<file path="config.mk">
export PLATFORM = sky130hd
export DESIGN_NAME = serial_sub_ctrl
export DESIGN_NICKNAME = d
export VERILOG_FILES = /design/src/rtl/serial_sub_defs.sv /design/src/rtl/serial_sub_bit.sv /design/src/rtl/serial_sub_ctrl.sv
export SDC_FILE = /design/constraint.sdc
export NUM_CORES = 1
export LEC_CHECK = 0
export BUFFER_PORTS_ARGS = -buffer_cell sky130_fd_sc_hd__buf_4
export CAP_MARGIN = 25
export CORE_MARGIN = 2
export CORE_UTILIZATION = 25
export CTS_CLUSTER_SIZE = 40
export DETAILED_ROUTE_END_ITERATION = 7
export GPL_TIMING_DRIVEN = 0
export PLACE_DENSITY = 0.51
export SLEW_MARGIN = 15
export SYNTH_ARGS = -nofsm -noshare
export SYNTH_HDL_FRONTEND = slang
export SYNTH_HIERARCHICAL = 1
export SYNTH_SLANG_ARGS = --single-unit
</file>
<file path="constraint.sdc">
create_clock -name clk -period 1.5 [get_ports clk]
set_input_delay 0.3 -clock clk [delete_from_list [all_inputs] [get_ports clk]]
set_output_delay 0.3 -clock clk [all_outputs]
set_load 0.005 [all_outputs]
</file>
<file path="src/rtl/serial_sub_defs.sv">
// ---------------------------------------------------------------------------
// serial_sub_defs
//
// Shared definitions for the bit-serial subtractor controller:
//   - state_t   : FSM state encodings (IDLE=0, RUN=1, DONE=2)
//   - WIDTH_MIN : smallest legal operand width
//   - WIDTH_MAX : largest legal operand width
//   - width_is_legal() : range check used at elaboration time
// ---------------------------------------------------------------------------
package serial_sub_defs;

    typedef enum logic [1:0] {
        IDLE = 2'd0,
        RUN  = 2'd1,
        DONE = 2'd2
    } state_t;

    localparam int WIDTH_MIN = 1;
    localparam int WIDTH_MAX = 32;

    // True when the requested operand width is one the controller supports.
    function automatic bit width_is_legal(input int width);
        return (width >= WIDTH_MIN) && (width <= WIDTH_MAX);
    endfunction

endpackage

</file>
<file path="src/rtl/serial_sub_bit.sv">
// ---------------------------------------------------------------------------
// serial_sub_bit
//
// Combinational one-bit full subtractor computing a - b - bin.
// Built from two half-subtractor stages in series; the borrow out is the OR
// of the two stage borrows (at most one of them can be set at a time).
//
// Ports:
//   a    in   minuend bit
//   b    in   subtrahend bit
//   bin  in   borrow in from the previous (less significant) bit
//   d    out  difference bit
//   bout out  borrow out to the next (more significant) bit
// ---------------------------------------------------------------------------
module serial_sub_bit (
    input  logic a,
    input  logic b,
    input  logic bin,
    output logic d,
    output logic bout
);

    logic hs1_d;
    logic hs1_b;
    logic hs2_b;

    // First half subtractor: a - b.
    // A borrow is needed only when a=0 and b=1.
    always_comb begin
        hs1_d = a ^ b;
        hs1_b = ~a & b;
    end

    // Second half subtractor takes the incoming borrow off the partial
    // difference, then both stage borrows are merged into the borrow out.
    always_comb begin
        d     = hs1_d ^ bin;
        hs2_b = ~hs1_d & bin;
        bout  = hs1_b | hs2_b;
    end

endmodule

</file>
<file path="src/rtl/serial_sub_ctrl.sv">
// ---------------------------------------------------------------------------
// serial_sub_ctrl
//
// Bit-serial WIDTH-bit subtractor controller. A start pulse in IDLE latches
// the operands, then one bit is subtracted per clock (LSB first) through a
// single serial_sub_bit cell, with the borrow carried between cycles in a
// register. The difference and final borrow are reported with a one-cycle
// done pulse and held until the next accepted start.
//
// Optional feature: define SERIAL_SUB_OVF_EN to add the signed overflow
// output ovf and the MSB capture logic behind it.
//
// Parameters:
//   WIDTH   operand/result width, 1..32 (default 8)
//
// Ports:
//   clk     in   rising-edge clock
//   rst_n   in   asynchronous active-low reset
//   start   in   operation request, accepted only in IDLE
//   a       in   minuend, sampled on the accepting edge
//   b       in   subtrahend, sampled on the accepting edge
//   busy    out  high while the subtraction is running
//   done    out  one-cycle pulse when diff/borrow are final
//   diff    out  a - b mod 2^WIDTH
//   borrow  out  final borrow (a < b unsigned)
//   ovf     out  signed overflow (only with SERIAL_SUB_OVF_EN)
// ---------------------------------------------------------------------------
module serial_sub_ctrl
    import serial_sub_defs::*;
#(
    parameter int WIDTH = 8
) (
    input  logic             clk,
    input  logic             rst_n,
    input  logic             start,
    input  logic [WIDTH-1:0] a,
    input  logic [WIDTH-1:0] b,
    output logic             busy,
    output logic             done,
    output logic [WIDTH-1:0] diff,
    output logic             borrow
`ifdef SERIAL_SUB_OVF_EN
    ,
    output logic             ovf
`endif
);

    localparam int CNT_W = $clog2(WIDTH + 1);
    localparam logic [CNT_W-1:0] LAST_BIT = CNT_W'(WIDTH - 1);

    // Reject unsupported widths when the design is elaborated.
    if (!width_is_legal(WIDTH)) begin : g_bad_width
        $error("serial_sub_ctrl: WIDTH %0d outside %0d..%0d", WIDTH, WIDTH_MIN, WIDTH_MAX);
    end

    state_t           state;
    state_t           state_nxt;
    logic             accept;
    logic             last_step;
    logic [WIDTH-1:0] a_sh;
    logic [WIDTH-1:0] b_sh;
    logic [WIDTH-1:0] res;
    logic [WIDTH-1:0] res_shifted;
    logic [CNT_W-1:0] cnt;
    logic             bin_q;
    logic             d_bit;
    logic             bout;

    // The only arithmetic in the design: one full-subtract cell fed by the
    // LSBs of the operand shift registers and the stored borrow.
    serial_sub_bit u_bit (
        .a    (a_sh[0]),
        .b    (b_sh[0]),
        .bin  (bin_q),
        .d    (d_bit),
        .bout (bout)
    );

    // New difference bits enter the result from the MSB side, so after WIDTH
    // steps the first (LSB) result bit has walked down to bit 0. A one-bit
    // result has nothing to shift, so it simply takes the new bit.
    if (WIDTH == 1) begin : g_res_w1
        assign res_shifted = d_bit;
    end else begin : g_res_wn
        assign res_shifted = {d_bit, res[WIDTH-1:1]};
    end

    // State register. Reset forces IDLE immediately, which also drops busy
    // and done because they are decoded straight from the state.
    always_ff @(posedge clk or negedge rst_n) begin
        if (!rst_n) begin
            state <= IDLE;
        end else begin
            state <= state_nxt;
        end
    end

    // Next-state and status decode. start only matters in IDLE; in RUN and
    // DONE it is ignored rather than queued. DONE always lasts one cycle so
    // done is a single-cycle pulse.
    always_comb begin
        state_nxt = state;
        busy      = 1'b0;
        done      = 1'b0;
        accept    = 1'b0;
        last_step = 1'b0;
        case (state)
            IDLE: begin
                if (start) begin
                    accept    = 1'b1;
                    state_nxt = RUN;
                end
            end
            RUN: begin
                busy = 1'b1;
                if (cnt == LAST_BIT) begin
                    last_step = 1'b1;
                    state_nxt = DONE;
                end
            end
            DONE: begin
                done      = 1'b1;
                state_nxt = IDLE;
            end
            default: begin
                state_nxt = IDLE;
            end
        endcase
    end

    // Serial datapath. The accepting edge loads the operands and clears the
    // borrow, counter and result; every RUN edge consumes one operand bit.
    // Outside those two cases every register holds, which is what keeps
    // diff and borrow stable through DONE and the following IDLE.
    always_ff @(posedge clk or negedge rst_n) begin
        if (!rst_n) begin
            a_sh  <= '0;
            b_sh  <= '0;
            res   <= '0;
            cnt   <= '0;
            bin_q <= 1'b0;
        end else if (accept) begin
            a_sh  <= a;
            b_sh  <= b;
            res   <= '0;
            cnt   <= '0;
            bin_q <= 1'b0;
        end else if (state == RUN) begin
            a_sh  <= a_sh >> 1;
            b_sh  <= b_sh >> 1;
            res   <= res_shifted;
            cnt   <= cnt + CNT_W'(1);
            bin_q <= bout;
        end
    end

`ifdef SERIAL_SUB_OVF_EN
    // Signed overflow happens when the operand signs differ and the result
    // sign differs from the minuend. On the last step the shift registers
    // present the operand MSBs and the cell produces the result MSB, so the
    // flag is captured there and then held like diff.
    always_ff @(posedge clk or negedge rst_n) begin
        if (!rst_n) begin
            ovf <= 1'b0;
        end else if (accept) begin
            ovf <= 1'b0;
        end else if (last_step) begin
            ovf <= (a_sh[0] ^ b_sh[0]) & (a_sh[0] ^ d_bit);
        end
    end
`endif

    assign diff   = res;
    assign borrow = bin_q;

endmodule

</file>
* After elaboration in Yosys (flattened, before gate mapping)
Index checks and enable logic that the tools add are counted.
** Cells by class
- Add/subtract/negate cells :: 1
- Equality and inequality tests :: 5
- Mux-type cells :: 17
- Bitwise gates (word level) :: 7
- Reductions and logical operators :: 3
** Operators with widths (number)
- $mux W8 :: 6
- $mux W4 :: 2
- $mux W1 :: 6
- $add A4 B1 Y4 const B :: 1
- $eq A4 B3 Y1 const B :: 1
- $mux W2 :: 2
- $ne A2 B2 Y1 const B :: 2
- $pmux W2 S2 :: 1
- $and A1 B1 Y1 :: 2
- $eq A2 B1 Y1 const B :: 1
- $eq A2 B2 Y1 const B :: 1
- $logic_not A2 Y1 :: 1
- $not A1 Y1 :: 2
- $reduce_and A2 Y1 :: 1
- $reduce_bool A2 Y1 :: 1
- $xor A1 B1 Y1 :: 2
- $or A1 B1 Y1 :: 1
** Storage, ports and cells
- Flip-flop bits (word level) :: 31
- Output and inout bits :: 11
- Logic and storage cells :: 39

* Depth between registers and ports, before layout
Gate-level depths: netlist of the first run.
- Word-level depth :: 6
- Depth in mapped cells :: 5
- Mapped depth without buffers :: 4

* By module
The synthesis of the first run kept the hierarchy.
** By module, submodules not included
- serial_sub_ctrl :: times used 1, cells each 115, area each 1353.8 um2
- serial_sub_bit :: times used 1, cells each 4, area each 31.3 um2

* Least setup slack after synthesis of the first run
No wires, ideal clock.
- Kind :: reg-to-reg
- Start point :: register cnt[0]
- End point :: register cnt[2]
- Arrival :: 1.069 ns
- Path slack :: 0.310 ns
- Cell stages (with the launch flop) :: 4
- Buffers on the path :: 0
- Period minus slack after synthesis :: 1.190 ns
- Cells stage by stage :: dfrtp_1 -> ha_1 -> mux2_2 -> a22o_1
** On the way
- Cells in the longest elaborated chain, start to end :: 3
** RTL lines
- start, declared :: line serial_sub_ctrl.sv:64 : logic [CNT_W-1:0] cnt;
- start signal, assigned :: line serial_sub_ctrl.sv:152 : cnt <= cnt + CNT_W'(1);
- $add A4 B1 Y4 :: line serial_sub_ctrl.sv:152
- $mux W4 :: line serial_sub_ctrl.sv:148 : end else if (state == RUN) begin
- $mux W4 :: line serial_sub_ctrl.sv:142 : end else if (accept) begin
No other way between the ends. The select of a mux whose other input is x is not followed.
A chain may end at the register's enable or synchronous reset.

* Final worst setup path of the first run
- Start point :: register state[0]
- End point :: output busy
** On the way
- Cells in the longest elaborated chain, start to end :: 2
** RTL lines
- start, declared :: line serial_sub_ctrl.sv:56 : state_t state;
- start signal, assigned :: line serial_sub_ctrl.sv:94 : state <= state_nxt;
- $eq A2 B1 Y1 :: line serial_sub_ctrl.sv:107 : case (state)
- $mux W1 :: line serial_sub_ctrl.sv:107
- end, declared :: line serial_sub_ctrl.sv:38 : output logic busy,
No other way between the ends.

==> metrics.md, run 1 <==
| Metric | Value |
|---|---|
| Share of cells above drive strength 1 | 0.335 |
| Rel. slew slack | 0.691 |
| Share of the yosys chip area belonging to registers | 0.560 |
| Port buffer count | 29 |
| Worst vdd ir | 0.000490 V |
| Fin nets | 181 |
| CTS tree | yes |
| LEAKAGE | 0.842 nW |
| Initial Utilization | 0.255 |
| Nature of the critical path endpoint | primary output |
| Post-synthesis sequential element count | 31 |
| Maximum count of clock buffers along a single path | 2 |
| Max-cap viol count | 0 |
| Average footprint of a synthesized cell | 11.6 sq um |
| Number of core rows | 27 |
| Launching element of the worst setup path | state[0] |
| Areal power density over the cells | 1810 nW/um^2 |
| Final period demand of the worst path | 1.41 ns |
| Crit path kind | flip-flop to primary output |
| Via count of the first global-routing pass | 1,042 |
| Highest cell delay on the worst timing path | 0.40 ns |
| Yosys top cell by area | sky130_fd_sc_hd__dfrtp_1 |
| Layout Utilization | 0.338 |
| Startpoint type of the worst setup path | flip-flop |
| Number of antenna violations at the first check in global routing | 0 |
| Overall Global Routing Usage | 0.112 |
| Hold Crit Class | input pin to flip-flop |
| Data arrival, critical path | 1.11 ns |
| First-pass iteration count of the detailed router | 4 |
| Clk slew on worst S/H paths | 0.06 ns |
| Warnings, synthesis | 6 |
| Area share of the leading cell type in the synthesized netlist | 0.560 |
| Count of different cell masters after synthesis | 26 |
| Cell type of the slowest stage on the worst timing path | sky130_fd_sc_hd__dfrtp_1 |
| Most frequent cells after synthesis | sky130_fd_sc_hd__dfrtp_1 (31), sky130_fd_sc_hd__nand2_1 (14), sky130_fd_sc_hd__o21ai_1 (14) |
| Core Region | 5440 sq um |
| Post-Synthesis Cell Area | 1390 sq um |
| Launch instance of the worst register-to-register path | state[0] |
| Number of DRC violations after detailed routing | 0 |
| Summed negative setup slack over all endpoints | 0 ns |
| Filler Cell Count | 570 |
| Full die area | 6150 sq um |
| FMAX | 708 MHz |
| CTS Root Cell | sky130_fd_sc_hd__clkbuf_8 |
| Main flop type after synthesis | sky130_fd_sc_hd__dfrtp_1 |
| Io pins | 30 |
| Endpoint of the most critical register-to-register path | a_sh[4] |
| Clock Skew | 0.00721 ns |
| Detail Placement HPWL | 2220 um |
| Level count of the clock H-tree | 2 |
| Final critical-path share of the clock period | 0.942 |
| Largest net degree at the start of global routing | 32 |
| Hold wc startpoint | b[7] |
| Actual slew at the worst max-slew pin | 0.464 ns |
| Cell types occupying the most area after synthesis | sky130_fd_sc_hd__dfrtp_1 (56%), sky130_fd_sc_hd__a22o_1 (8.2%), sky130_fd_sc_hd__a22oi_1 (6.5%) |
| Total nets after synthesis | 140 |
| Hold violation total from the final report | 0 |
| Routed WL | 3130 um |
| Total number of vias | 1,079 |
| First DRT Iteration DRCs | 46 |
| Post-detailed-route count of antenna-violating nets | 0 |
| Via density | 4.63 |
| Post-synth EDFFs | 0 |
| Async S/R FF share, synth | 1.00 |
| Inserted Diodes | 0 |
| Cells along the critical path | and2b_1, buf_8, buf_4 |
| Clock sink count | 31 |
| Clk Latency, worst-skew pair | 0.28 ns |
| RSZ-0062 raised after global routing | no |
| Horiz. Die Dim | 78.4 um |
| Count of mapped cells out of synthesis | 119 |
| Register-to-Register Setup Slack | 0.22 ns |
| Top-count cell post-synth | sky130_fd_sc_hd__dfrtp_1 |
| Global-route wire length before repair | 5210 um |
| Reg2reg path depth | 5 |
| Grt total ovfl | 0 |
| Number of buffers inserted during clock tree synthesis | 5 |
| Crit path to | busy |
| Data required time of the worst path | 1.20 ns |
| Pins Over Slew Limit | 0 |
| Endpoints failing setup | 0 |
| Vertical extent of the die | 78.4 um |
| Max FO, Critical Path | 7 |
| Wire length per cell | 13.4 um |
| Final Wtd Congestion | 0.731 |
| Area grow syn2layout | 32.9% |
| Outcome | finished clean |
flip-flops by register name (all words and copies together) (netlist names):
signal	flops
a_sh	8
borrow	1
state	2
b_sh	8
cnt	4
diff	8
worst max-delay path, delay by kind of cell (launching register included):
kind | cells | cell delay (ns)
DFF | 1 | 0.40
buffers and inverters | 2 | 0.26
and+or+nand+nor | 1 | 0.18
cells by family after synthesis:
kind of cell	count (synthesis)	synth area share
compound gates	47	0.255
mux	2	0.0163
simple gates	23	0.0777
buf+inv	14	0.0678
fa+ha+maj	2	0.0235
flops	31	0.560
cells in the final DEF, fill, tap and decap left out, drive strengths merged:
master       instances
o21bai               1
mux2                 2
nand3                1
nor2                 1
a22oi               14
dlygate4sd3          1
a2bb2oi              2
ha                   1
a21oi                2
dfrtp               31
clkbuf               9
nand2               14
nand4                1
a211oi               1
a22o                13
buf                 41
nor2b                2
nor3                 1
and2b                1
fa                   1
and3                 1
and2                 1
inv                  5
o21ai               14
layout make-up:
type	instances	area (sq um)	area share
flip-flops and latches	31	776	0.421
well taps	72	90.1	0.0489
repair buffers	36	273	0.148
inverters	5	18.8	0.0102
plain buffers	7	67.6	0.0367
clock buffers	8	100	0.0544
multi-input cells	74	515	0.280
metrics by stage:
stage                     cells  power (mW)  hold slack [ns]  setup slack [ns]  cell area, sq um
after floorplan             119        2.14          0.00441             0.310              1390
after global placement      220        2.53            0.256             0.167              1690
after detailed placement    220        2.59            0.262             0.158              1690
after CTS                   228        3.28            0.232            0.0232              1790
after global routing        233        3.61            0.220           0.00867              1840
final                       233        3.34            0.241            0.0874              1840
worst min-delay path by stage:
stage	to	cells past startpoint
2_1_floorplan	a_sh[0]	0
3_3_place_gp	a_sh[5]	1
3_5_place_dp	a_sh[4]	1
4_1_cts	b_sh[7]	2
5_1_grt	b_sh[7]	2
6_report	b_sh[7]	2
timing repair:
item                                    in CTS  in global routing
setup buffers                                1                  5
endpoints found under the setup margin       2                  2
hold endpoints to repair                    31                  0
hold buffers                                 1                  0
cloned                                       0                  0
resized for setup                            0                  3
where the power goes:
| part | switching (mW) | total (mW) | internal [mW] |
|---|---|---|---|
| sequential | 0.230 | 1.37 | 1.14 |
| combinational | 0.540 | 1.26 | 0.720 |
| clock | 0.292 | 0.710 | 0.418 |
| total | 1.06 | 3.34 | 2.28 |
routing by layer:
layer / share of wire / global-route usage
met1: 0.44 / 0.139
met2: 0.48 / 0.175
met3: 0.069 / 0.0460
met4: 0.0080 / 0.0404
met5: 0 / 0
(Power assumes the default switching activity.)
==> run 2: changes to the inputs <==
- PLACE_DENSITY: 0.51 -> 0.47
==> metrics.md, run 2 (synthesized netlist as in run 1, its figures left out) <==
| Metric | Value |
|---|---|
| Outcome | finished clean |
| Hold slack final | 0.236 ns (-0.00526 ns) |
| Overall Global Routing Usage | 0.110 (-0.00136) |
| Nature of the critical path endpoint | primary output |
| CTS tree | yes |
| Max FO, Critical Path | 10 (+3) |
| Grt total ovfl | 0 (unchanged) |
| Data required time of the worst path | 1.20 ns (about the same) |
| Summed negative setup slack over all endpoints | 0 ns (unchanged) |
| Footprint of the multi-input gates | 518 sq um (+0.49%) |
| Port buffer count | 29 (unchanged) |
| Fin nets | 179 (-1.1%) |
| Core Region | 5440 sq um (unchanged) |
| Final Wtd Congestion | 0.805 (+10%) |
| Total power | 3.30 mW (-1.1%) |
| Total number of vias | 1,087 (+0.74%) |
| Data arrival, critical path | 1.12 ns (about the same) |
| Endpoints failing setup | 0 (unchanged) |
| Cell type group with the largest total delay on the critical path | flip-flops |
| Largest net degree at the start of global routing | 32 (unchanged) |
| Hold violation total from the final report | 0 (unchanged) |
| Most frequent cells in the layout | sky130_fd_sc_hd__buf_4 (37), sky130_fd_sc_hd__dfrtp_1 (30), sky130_fd_sc_hd__nand2_1 (14), sky130_fd_sc_hd__o21ai_1 (14), sky130_fd_sc_hd__a22o_1 (13) |
| Cells along the critical path | buf_4, nor2b_2, buf_4 |
| CTS Root Cell | sky130_fd_sc_hd__clkbuf_8 |
| Final period demand of the worst path | 1.42 ns (+0.0105 ns) |
| Via count of the first global-routing pass | 1,141 (+9.5%) |
| Io pins | 30 (unchanged) |
| Horiz. Die Dim | 78.4 um (unchanged) |
| Initial Utilization | 0.255 (unchanged) |
| Filler Cell Count | 557 (-2.3%) |
| Number of buffers inserted during clock tree synthesis | 5 (unchanged) |
| Sequential cell area | 777 sq um (+0.16%) |
| Areal power density over the cells | 1810 nW/um^2 (about the same) |
| Via density | 4.71 (+1.6%) |
| Clk slew on worst S/H paths | 0.07 ns (about the same) |
| RSZ-0062 raised after global routing | no |
| Vertical extent of the die | 78.4 um (unchanged) |
| Worst vdd ir | 0.000583 V (+19%) |
| Maximum count of clock buffers along a single path | 2 (unchanged) |
| Level count of the clock H-tree | 2 (unchanged) |
| Number of core rows | 27 (unchanged) |
| LEAKAGE | 0.831 nW (-1.4%) |
| Inserted Diodes | 0 (unchanged) |
| Area grow syn2layout | 31.5% |
| CP Buf/Inv Count | 2 (unchanged) |
| Actual slew at the worst max-slew pin | 0.450 ns (-0.0138 ns) |
| Detail Placement HPWL | 2160 um (-2.7%) |
| Highest cell delay on the worst timing path | 0.38 ns (-0.02 ns) |
| Clock sink count | 31 (unchanged) |
| Most repeated library cell on the critical path | sky130_fd_sc_hd__buf_4 |
| Full die area | 6150 sq um (unchanged) |
| Rel. slew slack | 0.700 (+0.00918) |
| Final critical-path share of the clock period | 0.949 (+0.00699) |
| First-pass iteration count of the detailed router | 4 (unchanged) |
| Post-detailed-route count of antenna-violating nets | 0 (unchanged) |
| Clock Skew | 0.00415 ns (-0.00306 ns) |
| FMAX | 703 MHz (-0.74%) |
| Pins Over Slew Limit | 0 (unchanged) |
| Routed WL | 3090 um (-1.0%) |
| Clk Latency, worst-skew pair | 0.28 ns (about the same) |
| Global-route wire length before repair | 5310 um (+1.9%) |
| Startpoint type of the worst setup path | flip-flop |
| Max-cap viol count | 0 (unchanged) |
| Number of DRC violations after detailed routing | 0 (unchanged) |
| Crit path kind | flip-flop to primary output |
| Wire length per cell | 13.4 um (-0.17%) |
| Number of antenna violations at the first check in global routing | 0 (unchanged) |
| Hold Crit Class | input pin to flip-flop |
| Leading cell type in the layout, fill and taps excluded | sky130_fd_sc_hd__buf_4 |
| Cell type of the slowest stage on the worst timing path | sky130_fd_sc_hd__dfrtp_1 |
| First DRT Iteration DRCs | 61 (+33%) |
| Share of cells above drive strength 1 | 0.340 (+0.00422) |
## run 2: changes by cell type in the layout (fill, tap and decap cells not counted), sizes merged
cell	change
buf	-2
## run 2: power breakdown
group	leakage, nW	switching, mW	total (mW)	internal (mW)
registers	0.400	0.228	1.37	1.14
clock network	0.0515	0.301	0.720	0.418
logic	0.379	0.528	1.21	0.686
total	0.831	1.06	3.30	2.25
## run 2: per-layer routing
layer	part of all wire	vias up	GRT usage
met3	0.060	7	0.0402
met2	0.45	35	0.164
met5	0	-	0
met4	0.016	0	0.0544
met1	0.47	537	0.142
li1	-	508	-
## run 2: final timing paths
kind | start | to | slack, ns | depth (start not counted)
max in group asynchronous | rst_n | state[0] | 0.69 | 2
worst min-delay path | a[7] | a_sh[7] | 0.24 | 2
min in group asynchronous | rst_n | diff[7] | 0.50 | 2
worst max-delay path | state[1] | done | 0.08 | 3
worst min register to register | b_sh[2] | b_sh[2] | 0.48 | 2
worst max register to register | state[0] | b_sh[5] | 0.22 | 5
## run 2: per-stage QoR
stage | instances | worst slack (ns) | instance area [sq um] | utilization
final | 231 | 0.0769 | 1820 | 0.335
after global routing | 231 | 0.0125 | 1820 | 0.335
after CTS | 228 | 0.0219 | 1790 | 0.330
after detailed placement | 220 | 0.137 | 1690 | 0.311
after global placement | 220 | 0.145 | 1690 | 0.311
after floorplan | 119 | 0.310 | 1390 | -
## run 2: layout make-up
class / count / area share
repair buffers: 34 / 0.141
flip-flops and latches: 31 / 0.427
inverters: 5 / 0.0103
plain buffers: 7 / 0.0330
well taps: 72 / 0.0495
multi-input cells: 74 / 0.284
clock buffers: 8 / 0.0549
## run 2: what timing repair did
item | 4_1_cts | 5_1_grt
hold endpoints to repair | 31 | 0
endpoints found under the setup margin | 2 | 2
buffers inserted | 1 | 3
hold buffers | 1 | 0
gates resized for setup | 1 | 2
